$ cat config.mk
export PLATFORM = sky130hd
export DESIGN_NAME = mem_stage_hs
export DESIGN_NICKNAME = d
export VERILOG_FILES = /design/src/rtl/mem_stage_hs.sv
export SDC_FILE = /design/constraint.sdc
export NUM_CORES = 1
export LEC_CHECK = 0
export BUFFER_PORTS_ARGS = -buffer_cell sky130_fd_sc_hd__buf_2
export CAP_MARGIN = 20
export CORE_MARGIN = 1.5
export CORE_UTILIZATION = 40
export CTS_CLUSTER_SIZE = 40
export DETAILED_ROUTE_END_ITERATION = 12
export PLACE_DENSITY = 0.68
export SKIP_LAST_GASP = 1
export SYNTH_ARGS = -nofsm -noshare
export SYNTH_HDL_FRONTEND = slang
export SYNTH_SLANG_ARGS = --single-unit
$ cat constraint.sdc
create_clock -name clk -period 2.85 [get_ports clk]
set_clock_uncertainty 0.2 [all_clocks]
set_input_delay 0.7125 -clock clk [delete_from_list [all_inputs] [get_ports clk]]
set_output_delay 0.7125 -clock clk [all_outputs]
set_load 0.01 [all_outputs]
$ cat src/rtl/mem_stage_hs.sv
// MEM stage with a split-transaction data bus: waits for data_ok, holds the response while WB stalls, drops orphaned responses.
// Define MS_PERF_CNT_EN to enable the WAIT stall-cycle counter on ms_stall_cnt (tied to zero otherwise).
module mem_stage_hs #(
    parameter int PAYLOAD_W = 136,
    parameter int CANCEL_W  = 2
) (
    input  logic                 clk,
    input  logic                 resetn,
    input  logic                 es_to_ms_valid,
    output logic                 ms_allowin,
    input  logic [PAYLOAD_W-1:0] es_payload,
    input  logic [31:0]          es_alu_result,
    input  logic                 es_mem_req,
    input  logic                 es_res_from_mem,
    input  logic [2:0]           es_ld_op,
    input  logic                 es_cancel_inc,
    input  logic                 data_sram_data_ok,
    input  logic [31:0]          data_sram_rdata,
    input  logic                 flush,
    input  logic                 ws_allowin,
    output logic                 ms_to_ws_valid,
    output logic [PAYLOAD_W-1:0] ms_payload,
    output logic [31:0]          ms_final_result,
    output logic                 out_ms_valid,
    output logic                 ms_wait_data,
    output logic [31:0]          ms_stall_cnt
);

    typedef enum logic [1:0] {
        S_IDLE = 2'd0,
        S_RUN  = 2'd1,
        S_WAIT = 2'd2,
        S_HOLD = 2'd3
    } state_t;

    state_t                 state_q, state_d;
    logic [PAYLOAD_W-1:0]   payload_q, payload_d;
    logic [31:0]            alu_result_q, alu_result_d;
    logic                   res_from_mem_q, res_from_mem_d;
    logic [2:0]             ld_op_q, ld_op_d;
    logic [31:0]            rdata_buf_q, rdata_buf_d;
    logic [CANCEL_W-1:0]    cancel_cnt_q, cancel_cnt_d;

    logic ms_valid;
    logic ms_ready_go;
    logic cancel_zero;
    logic data_hit;
    logic cancel_dec;
    logic flush_orphan;
    logic accept;
    logic retire;

    logic [31:0] mem_word;
    logic [7:0]  byte_sel;
    logic [15:0] half_sel;
    logic [31:0] load_data;

    // data_hit is the current instruction's own response; anything else while cancels are owed is dropped
    always_comb begin
        ms_valid     = (state_q != S_IDLE);
        cancel_zero  = (cancel_cnt_q == '0);
        data_hit     = (state_q == S_WAIT) && data_sram_data_ok && cancel_zero;
        cancel_dec   = data_sram_data_ok && !cancel_zero;
        flush_orphan = flush && (state_q == S_WAIT) && !data_hit;
        ms_ready_go  = (state_q == S_RUN) || (state_q == S_HOLD) || data_hit;
        ms_allowin   = !ms_valid || (ms_ready_go && ws_allowin);
        ms_to_ws_valid = ms_valid && ms_ready_go;
        accept       = es_to_ms_valid && ms_allowin && !flush;
        retire       = ms_to_ws_valid && ws_allowin;
        out_ms_valid = ms_valid;
        ms_wait_data = (state_q == S_WAIT) && ms_valid;
    end

    always_comb begin
        state_d        = state_q;
        payload_d      = payload_q;
        alu_result_d   = alu_result_q;
        res_from_mem_d = res_from_mem_q;
        ld_op_d        = ld_op_q;
        rdata_buf_d    = rdata_buf_q;
        cancel_cnt_d   = cancel_cnt_q + CANCEL_W'(es_cancel_inc) + CANCEL_W'(flush_orphan)
                         - CANCEL_W'(cancel_dec);
        if (flush) begin
            state_d = S_IDLE;
        end else if (accept) begin
            state_d        = es_mem_req ? S_WAIT : S_RUN;
            payload_d      = es_payload;
            alu_result_d   = es_alu_result;
            res_from_mem_d = es_res_from_mem;
            ld_op_d        = es_ld_op;
        end else if (retire) begin
            state_d = S_IDLE;
        end else if (data_hit) begin
            state_d     = S_HOLD;
            rdata_buf_d = data_sram_rdata;
        end
    end

    always_ff @(posedge clk or negedge resetn) begin
        if (!resetn) begin
            state_q        <= S_IDLE;
            payload_q      <= '0;
            alu_result_q   <= '0;
            res_from_mem_q <= 1'b0;
            ld_op_q        <= '0;
            rdata_buf_q    <= '0;
            cancel_cnt_q   <= '0;
        end else begin
            state_q        <= state_d;
            payload_q      <= payload_d;
            alu_result_q   <= alu_result_d;
            res_from_mem_q <= res_from_mem_d;
            ld_op_q        <= ld_op_d;
            rdata_buf_q    <= rdata_buf_d;
            cancel_cnt_q   <= cancel_cnt_d;
        end
    end

    // Halfword selection only looks at addr[1]; addr[0] is ignored for h/hu
    always_comb begin
        mem_word = (state_q == S_HOLD) ? rdata_buf_q : data_sram_rdata;
        case (alu_result_q[1:0])
            2'd0:    byte_sel = mem_word[7:0];
            2'd1:    byte_sel = mem_word[15:8];
            2'd2:    byte_sel = mem_word[23:16];
            default: byte_sel = mem_word[31:24];
        endcase
        half_sel = alu_result_q[1] ? mem_word[31:16] : mem_word[15:0];
        case (ld_op_q)
            3'd1:    load_data = {{24{byte_sel[7]}}, byte_sel};
            3'd2:    load_data = {24'd0, byte_sel};
            3'd3:    load_data = {{16{half_sel[15]}}, half_sel};
            3'd4:    load_data = {16'd0, half_sel};
            default: load_data = mem_word;
        endcase
        ms_final_result = res_from_mem_q ? load_data : alu_result_q;
        ms_payload      = payload_q;
    end

`ifdef MS_PERF_CNT_EN
    logic [31:0] stall_cnt_q, stall_cnt_d;

    // Cancel-drain cycles in WAIT count as stalls too
    always_comb begin
        stall_cnt_d = stall_cnt_q + 32'((state_q == S_WAIT) && !ms_ready_go);
    end

    always_ff @(posedge clk or negedge resetn) begin
        if (!resetn) begin
            stall_cnt_q <= '0;
        end else begin
            stall_cnt_q <= stall_cnt_d;
        end
    end

    assign ms_stall_cnt = stall_cnt_q;
`else
    assign ms_stall_cnt = 32'd0;
`endif

endmodule

==> reports/results.txt <==
Main synth FF type: dfrtp_1
CTS H-tree depth: 1
Post-synth EDFFs: 0
Largest net degree at the start of global routing: 54
Area grow syn2layout: 35.3%
Crit Path Class: register to output pin
Required time of the critical path: 1.94 ns
Filler instances: 2139
Final core occ: 55.4%
Die Y: 164 um
Root Buffer: clkbuf_16
Maximum clock rate: 295 MHz
Gr ovfl total: 0
Pwr/cell area: 862 nW/um2
Post-route ant nets: 0
Sw Pwr: 3.93 mW
Starting DRT DRC Count: 472
First-pass GRT wire length: 45.6 mm
RSZ-0062 raised after global routing: true
WL/cell: 20.5 um
Comb power frac: 37.8%
Worst EP arrival: 2.47 ns
Largest area contributor in the netlist: dfrtp_1
Sequential share of power: 36.6%
Area post-placement: 12900 um2
Final Hold Fails: 0
CP Cell Sequence: buf_6 > and3_4 > a21o_1 > a32o_2 > a211oi_4 > buf_6 > a21oi_2 > buf_2
Clock power frac: 25.6%
Initial Utilization: 40.9%
Worst-path clk slew: 0.06 ns
CTS max path bufs: 3
Layout cell share with drive strength beyond 1: 65.6%
CTS tree: done
Lkg Pwr: 7.09 nW
Sequential element share of the synthesized area: 50.2%
IO Pins: 416
Sw frac: 32.5%
Yosys warns: 0
Final WL: 30.8 mm
Total track usage: 22.4%
Die W: 164 um
Pre-antenna DRT Iters: 5
Area contributors post-synth: dfrtp_1 50%, mux2_4 24%, mux2_2 3.9%
Nets: 1366
IO Port Bufs: 383
TritonCTS Buffers: 23
Largest delay share family, worst path: compound AO/OA/AOI/OAI gates
HP Class: input pin to register
Clk Latency, worst-skew pair: 0.51 ns
Die area: 26900 um2
Final period util: 119%
Mapped Cells: 717
Pins over their slew limit: 0
Max-cap viol count: 0
CP Launch Type: register
Critical path's most frequent cell: buf_6
Worst setup margin: -0.534 ns
Endpoints failing setup: 32
Min cycle time layout: 3.38 ns
Synthesized cell area: 10400 um2
Vias in the first global route: 7748
Synth unique cells: 56
Register area: 5210 um2
Slowest CP cell: dfrtp_2
Syn avg cell area: 14.5 um2
Top cell type's share of synthesized area: 50.2%
Num Clock Sinks: 208
Worst path max stage delay: 0.47 ns
Crit. End Element: output pin
Worst VDD drop: 518 uV
Post-route cell area: 14000 um2
Area of the multi-input gates: 4910 um2
Worst Path Buf+Inv: 3
Via count: 7497
Initial antenna violation count: 10
Async SR Flop Fraction: 100%
Core ar.: 25300 um2
Post-DP HPWL: 23.7 mm
DRC violations left: 0
Violated checks: setup timing
Worst Path Max Fanout: 7
Status: finished, violations left
Row count: 58
Synth Register Bits: 208
Pint: 8.15 mW
Placer congestion estimate: 0.938
Via-per-instance ratio: 4.98
cells by family (layout without fill, tap and decap cells):
| logic type | after synthesis | after routing | share of synthesized area [%] |
|---|---|---|---|
| AO/OA/AOI/OAI | 86 | 86 | 6.21 |
| XOR/XNOR | 5 | 5 | 0.423 |
| adder cells (fa/ha/maj) | 2 | 2 | 0.314 |
| buffers and inverters | 83 | 503 | 6.06 |
| flip-flops | 208 | 208 | 50.2 |
| multiplexers | 238 | 238 | 32.2 |
| other | 1 | 38 | 0.0362 |
| AND/OR/NAND/NOR | 94 | 94 | 4.55 |
power groups by stage:
stage	sequential, mW	combinational, mW	clock (mW)
3_3_place_gp	4.40	4.27	0
5_1_grt	4.53	4.86	3.29
4_1_cts	4.42	4.50	3.17
2_1_floorplan	4.54	2.42	0
3_5_place_dp	4.41	4.35	0
6_report	4.43	4.56	3.10
what timing repair did:
action                     4_1_cts  5_1_grt
setup buffers                    3        0
pin swaps                        7        2
hold endpoints to repair        47        0
gates cloned                     0        0
hold buffers                     1        0
gates resized for setup         46       19
setup endpoints to repair       32       32
cell usage after synthesis (3+ instances only):
cell and n:
mux4_2 5, o221ai_1 6, buf_2 7, mux2_4 169
buf_6 21, a21o_1 5, a21oi_1 17, clkbuf_1 11
dfrtp_1 208, o22a_1 8, or2_2 9, a41oi_1 4
nand2b_1 3, and3_1 6, nand3_1 12, buf_4 34
nor2_1 36, a31oi_1 3, inv_1 7, a211oi_1 8
o21ai_0 17, xor2_1 3, mux2_2 36, nand2_1 13
a2111oi_0 3, mux2i_1 28
per-stage QoR:
stage	std cells	total power [mW]	setup TNS, ns	hold WS, ns	setup WS (ns)
after floorplan	748	6.96	-0.594	0.217	-0.0576
after global placement	1453	8.66	-4.92	0.282	-0.248
after detailed placement	1453	8.76	-5.85	0.287	-0.325
after CTS	1498	12.1	-15.14	0.169	-0.542
after global routing	1501	12.7	-16.90	0.185	-0.602
final	1504	12.1	-14.20	0.196	-0.534
metal layers:
layer	global-route usage, %	share of wire, %	wire length (um)
met1	27.3	39	11900
met2	38.5	50	15500
met3	5.81	7.8	2410
met4	7.19	2.9	903
met5	0	0.20	61
cell usage in the layout, fill, tap and decap left out, types with 4 or more instances in the layout:
master and count:
mux2_2 36, dfrtp_1 206, clkinv_2 5, clkbuf_8 5
a21o_1 5, diode_2 6, buf_6 6, conb_1 32
buf_4 51, o21ai_0 13, clkbuf_1 4, a21oi_2 14
mux2i_2 9, o21ai_1 4, o22a_1 8, and3_1 5
a41oi_2 4, nand3_1 11, nand2_1 12, buf_12 14
mux2_4 169, mux2i_1 13, a21oi_1 5, clkbuf_16 23
mux4_2 5, o221ai_1 6, or2_2 9, inv_1 7
nor2_1 36, a211oi_1 4, buf_2 381, mux2i_4 6
path summary, 6_finish.rpt:
kind                       cells past startpoint                   to  slack (ns)            start
min in group asynchronous                      2     alu_result_q[18]        0.53           resetn
hold reg to reg                                1      rdata_buf_q[25]        0.30  rdata_buf_q[25]
max in group asynchronous                      3     alu_result_q[12]        1.18           resetn
setup reg to reg                               8      ms_payload[116]        0.33       state_q[1]
hold / removal                                 2           state_q[1]        0.20            flush
setup / recovery                               8  ms_final_result[27]       -0.53       state_q[0]
state kept, by name, summed over array words and instances, names as in the netlist:
name / cells
ms_payload: 136
rdata_buf_q: 32
alu_result_q: 32
res_from_mem_q: 1
state_q: 2
cancel_cnt_q: 2
ld_op_q: 3
area by class of cell:
cell class                 instances  area share (%)
antenna                            6           0.107
clock buffer                      32            4.70
clock inverter                     9           0.901
inverter                           8           0.223
multi-input combinational        457            35.0
sequential                       208            37.1
tap                              330            2.94
timing repair buffer             454            19.0
worst reg2reg max path, cell delays in order, from the launching register on:
cell and delay [ns]:
dfrtp_2 0.47, buf_4 0.17, buf_4 0.14, or2_1 0.24, nand2_1 0.11, and3b_4 0.28
buf_12 0.21, buf_12 0.24, mux2_4 0.33
(Power assumes the default switching activity.)
